===== src/rtl/moore_seq_pkg.sv =====
// rtl/moore_seq_pkg.sv - shared constants and elaboration-time helpers for the serial pattern detector
package moore_seq_pkg;

    localparam int PAT_W_MAX = 16;
    localparam int S_IDLE    = 0;

    function automatic int state_width(input int pat_w);
        return $clog2(pat_w + 1);
    endfunction

    // Longest pattern prefix that is a suffix of (matched s-bit prefix, a); seen bit j is pattern[pat_w-1-j]
    function automatic int seq_next(
        input logic [PAT_W_MAX-1:0] pattern,
        input int                   pat_w,
        input bit                   overlap,
        input int                   s,
        input bit                   a
    );
        int   best;
        int   j;
        logic ok;
        logic sb;
        if (s == pat_w && !overlap) begin
            return (a == pattern[pat_w-1]) ? 1 : 0;
        end
        best = 0;
        for (int k = 1; k <= PAT_W_MAX; k++) begin
            if (k <= pat_w && k <= s + 1) begin
                ok = 1'b1;
                for (int i = 0; i < PAT_W_MAX; i++) begin
                    if (i < k) begin
                        j  = s + 1 - k + i;
                        sb = (j == s) ? a : pattern[pat_w-1-j];
                        if (sb != pattern[pat_w-1-i]) ok = 1'b0;
                    end
                end
                if (ok) best = k;
            end
        end
        return best;
    endfunction

endpackage


===== src/rtl/moore_seq_detector_sat_counter.sv =====
// rtl/moore_seq_detector_sat_counter.sv - saturating event counter with sticky overflow flag
module sat_counter #(
    parameter int CNT_W = 8
) (
    input  logic             clk,
    input  logic             rst,
    input  logic             clr,
    input  logic             inc,
    output logic [CNT_W-1:0] cnt,
    output logic             sat
);

    always_ff @(posedge clk) begin
        if (!rst) begin
            cnt <= '0;
            sat <= 1'b0;
        end else if (clr) begin
            cnt <= '0;
            sat <= 1'b0;
        end else if (inc) begin
            if (&cnt) begin
                sat <= 1'b1;
            end else begin
                cnt <= cnt + 1'b1;
            end
        end
    end

endmodule


===== src/rtl/moore_seq_detector.sv =====
// rtl/moore_seq_detector.sv - Moore serial pattern detector with saturating detection counter
module moore_seq_detector
    import moore_seq_pkg::*;
#(
    parameter int               PAT_W   = 4,
    parameter logic [PAT_W-1:0] PATTERN = 4'b1011,
    parameter bit               OVERLAP = 1'b1,
    parameter int               CNT_W   = 8
) (
    input  logic                       clk,
    input  logic                       rst,
    input  logic                       en,
    input  logic                       a,
    input  logic                       clr,
    output logic                       out,
    output logic [$clog2(PAT_W+1)-1:0] state_o,
    output logic [CNT_W-1:0]           hit_cnt,
    output logic                       cnt_sat
);

    localparam int             SW     = state_width(PAT_W);
    localparam logic [SW-1:0]  S_FULL = SW'(PAT_W);

    logic [SW-1:0] s;
    logic [SW-1:0] s_nxt;
    logic          det;

    // Transition table is fixed at elaboration; runtime logic is only the lookup mux
    logic [SW-1:0] nxt_tbl [0:PAT_W][0:1];

    for (genvar gs = 0; gs <= PAT_W; gs++) begin : g_s
        for (genvar gb = 0; gb < 2; gb++) begin : g_b
            assign nxt_tbl[gs][gb] = SW'(seq_next(16'(PATTERN), PAT_W, OVERLAP, gs, gb != 0));
        end
    end

    always_ff @(posedge clk) begin
        if (!rst) begin
            s <= SW'(S_IDLE);
        end else if (clr) begin
            s <= SW'(S_IDLE);
        end else if (en) begin
            s <= s_nxt;
        end
    end

    // A repeat full match (S_FULL -> S_FULL) is a fresh detection, not a held one
    always_comb begin
        s_nxt = SW'(S_IDLE);
        det   = 1'b0;
        s_nxt = nxt_tbl[s][a];
        det   = en && (s_nxt == S_FULL);
    end

    sat_counter #(
        .CNT_W (CNT_W)
    ) u_cnt (
        .clk (clk),
        .rst (rst),
        .clr (clr),
        .inc (det),
        .cnt (hit_cnt),
        .sat (cnt_sat)
    );

    assign out     = (s == S_FULL);
    assign state_o = s;

endmodule


===== config.mk =====
export PLATFORM = sky130hd
export DESIGN_NAME = moore_seq_detector
export DESIGN_NICKNAME = d
export VERILOG_FILES = /design/src/rtl/moore_seq_pkg.sv /design/src/rtl/moore_seq_detector_sat_counter.sv /design/src/rtl/moore_seq_detector.sv
export SDC_FILE = /design/constraint.sdc
export NUM_CORES = 1
export LEC_CHECK = 0
export CAP_MARGIN = 20
export CORE_MARGIN = 4
export CORE_UTILIZATION = 48
export CTS_BUF_LIST = sky130_fd_sc_hd__clkbuf_8
export CTS_CLUSTER_SIZE = 16
export DETAILED_ROUTE_END_ITERATION = 12
export GPL_ROUTABILITY_DRIVEN = 0
export GPL_TIMING_DRIVEN = 0
export PLACE_DENSITY_LB_ADDON = 0.1
export SLEW_MARGIN = 20
export SYNTH_ARGS = -nofsm -noshare
export SYNTH_HDL_FRONTEND = slang
export SYNTH_SLANG_ARGS = --single-unit
export TNS_END_PERCENT = 100

===== constraint.sdc =====
create_clock -name clk -period 1.9 [get_ports clk]
set_input_delay 0.285 -clock clk [delete_from_list [all_inputs] [get_ports clk]]
set_output_delay 0.285 -clock clk [all_outputs]
set_load 0.005 [all_outputs]

==> metrics.md <==
| Metric | Value |
|---|---|
| Antenna Violating Nets Remaining | `0` |
| Max-slew violations | `0` |
| Number of top-level pins | `18` |
| Commonest non-fill, non-tap cells in the layout | `clkdlybuf4s50_1 (17), dfxtp_1 (12), nor2_1 (9)` |
| Crit path capture type | `output pin` |
| Period Utilization, post-route | `85.17%` |
| WL final | `between 1500 and 2000 µm` |
| Setup Skew | `about 0.0018 ns` |
| EDFF count, synth | `0` |
| Tightest Pin Transition | `approximately 0.48 ns` |
| Sw frac | `21.38%` |
| Power share of the combinational group | `roughly 5.3%` |
| Post-route setup TNS | `0 ns` |
| Synth-to-layout area growth | `35.88%` |
| Clk_lat worst skew | `0.24 ns` |
| Starting density of the core | `a little over half` |
| Total track usage | `18.34%` |
| First-pass GRT wire length | `2573 µm` |
| CTS Hold Bufs | `0` |
| Port bufs | `17` |
| Sequential share of the synthesized area | `37.65%` |
| Leading area contributor after synthesis | `dfxtp_1` |
| Switching pwr | `~0.00011 W` |
| Root buffer cell | `clkbuf_8` |
| Initial DRC Count | `22` |
| Total leakage power | `0.3356 nW` |
| Vias in the first global route | `576` |
| Setup WS post-layout | `0.2818 ns` |
| Maximum VDD drop | `450.8 µV` |
| Clock Power Share | `45.5%` |
| Clock sink count | `12` |
| Wire per inst | `15.22 µm` |
| Most common cell after layout, fill and taps aside | `clkdlybuf4s50_1` |
| Ys async rst share | `0%` |
| Synth Instances | `67` |
| Post-synthesis area per instance | `roughly 9.5 µm²` |
| Via count | `585` |
| Max clock buf depth | `2` |
| Sequential share of power | `49.2%` |
| Die area | `1977 µm²` |
| Largest net degree at the start of global routing | `11` |
| CTS tree | `yes` |
| Worst endpoint required time | `1.62 ns` |
| Rows | `12` |
| Hold WS | `0.4742 ns` |
| Core Area | `1171 µm²` |
| Distinct cells, synth | `32` |
| DIE WIDTH | `44.46 µm` |
| Period minus WS final | `1.618 ns` |
| Area contributors post-synth | `dfxtp_1 (38%), nor2_1 (5.3%), nor4_4 (3.3%)` |
| Cell Area, Synth | `638.1 µm²` |
| Crit-path max FO | `5` |
| PD cells | `595.7 nW/µm²` |
| Mapped Nets | `73` |
| Detailed placement HPWL | `about 1000 µm` |
| Clk pin slew, worst setup/hold paths | `around 0.050 ns` |
| HP Class | `reg -> reg` |
| Final setup vio count | `0` |
| Status | `finished clean` |
| Total of max-cap violations | `0` |
| Count of state elements after synthesis | `12` |
| H-Tree Depth | `1` |
| Num CTS Buffers | `3` |
| CP Data Arrival Time | `1.33 ns` |
| CP Class | `reg -> out` |
| Initial antenna violation count | `0` |
| F_max | `618.0 MHz` |
| Int Pwr | `0.0004061 W` |
| RSZ-0062 raised after global routing | `no` |
| Post-CTS resize count | `0` |
| Syn. warnings | `0` |
| Via-to-Cell Ratio | `5.792` |
| Final nets | `95` |
| Post-CTS Setup Inserts | `0` |
| Area share of the largest cell type after synthesis | `between 30% and 40%` |
| Number of remaining DRC errors | `0` |
| Total gr overflow | `0` |
| Final Hold Viols | `0` |
| Top FF cell, synth | `dfxtp_1` |
| Startpoint types | `flip-flop` |
| N_diodes | `0` |
| Post-Place Worst Slack | `about 0.12 ns` |
| Worst slew margin | `67.80%` |
| Share of cells above drive strength 1 | `13.79%` |
| Die height | `between 40 and 50 µm` |
| Drt pass-1 iters | `4` |
[area by class of cell]
| class | count | area [µm²] |
|---|---|---|
| multi-input cells | 54 | 394.1 |
| fillers | 89 | 304.0 |
| well taps | 14 | 17.52 |
| repair buffers | 17 | 170.2 |
| clock buffers | 3 | 41.29 |
| plain buffers | 1 | 3.754 |
| flip-flops and latches | 12 | 240.2 |
[metrics by stage]
step           utilization [%]  power [W]  std cells  instance area (µm²)
6_report                 74.04  0.0005165        101                867.1
5_1_grt                  74.04  0.0005279        101                867.1
4_1_cts                  74.04  0.0005151        101                867.1
3_5_place_dp             70.51  0.0002871         98                825.8
3_3_place_gp             70.51  0.0002864         98                825.8
2_1_floorplan                -  0.0002718         67                638.1
[state kept, by name, indices dropped and copies added, names as in the netlist]
register,cells
state_o,3
u_cnt.sat,1
u_cnt.cnt,8
[synthesized netlist by cell type (all sizes together) (2+ instances only)]
library cell,number
nor3,5
nor2,9
mux2i,2
and3,2
nand2,5
nor3b,2
nor2b,2
a21oi,4
dfxtp,12
a211oi,3
nand3,4
[power by group through the flow]
stage	logic, W	clock network (W)	registers, W
floorplan	0.0000127	0	0.000259
global placement	0.0000272	0	0.000259
detailed placement	0.0000279	0	0.000259
CTS	0.0000278	0.000233	0.000254
global route	0.0000301	0.000244	0.000254
finish	0.0000275	0.000235	0.000254
[worst max-delay path, cell delays in order (launching register included)]
cell             delay, ns
dfxtp_1               0.37
nor3b_1               0.20
clkdlybuf4s50_1       0.53
[per-layer routing]
layer  vias to the layer above  track usage (%)  routed length [µm]  share of wire (%)
li1                        291                -                   -                  -
met4                         0            12.05                  31                2.0
met5                         -                0                   0                  0
met2                        17            28.08                 729                 47
met1                       273            21.76                 688                 45
met3                         4            5.691                  88                5.7
[path summary, 6_finish.rpt]
path           startpoint           end  slack (ns)  cells after the start
min reg2reg     u_cnt.sat     u_cnt.sat        0.47                      2
min             u_cnt.sat     u_cnt.sat        0.47                      2
max            state_o[2]           out        0.28                      2
max reg2reg  u_cnt.cnt[0]  u_cnt.cnt[1]        0.31                      5
[cells by family (layout without fill, tap and decap cells)]
kind of cell | after synthesis | count (layout) | share of synthesized area [%]
and+or+nand+nor | 38 | 38 | 39.41
muxes | 2 | 2 | 3.137
DFF | 12 | 12 | 37.65
adders and majority gates | 1 | 1 | 1.960
buffers and inverters | 1 | 21 | 0.5877
xor gates and xnor gates | 1 | 1 | 1.373
AOI/OAI and AO/OA | 12 | 12 | 15.88
Power figures use the tool's default switching activity.
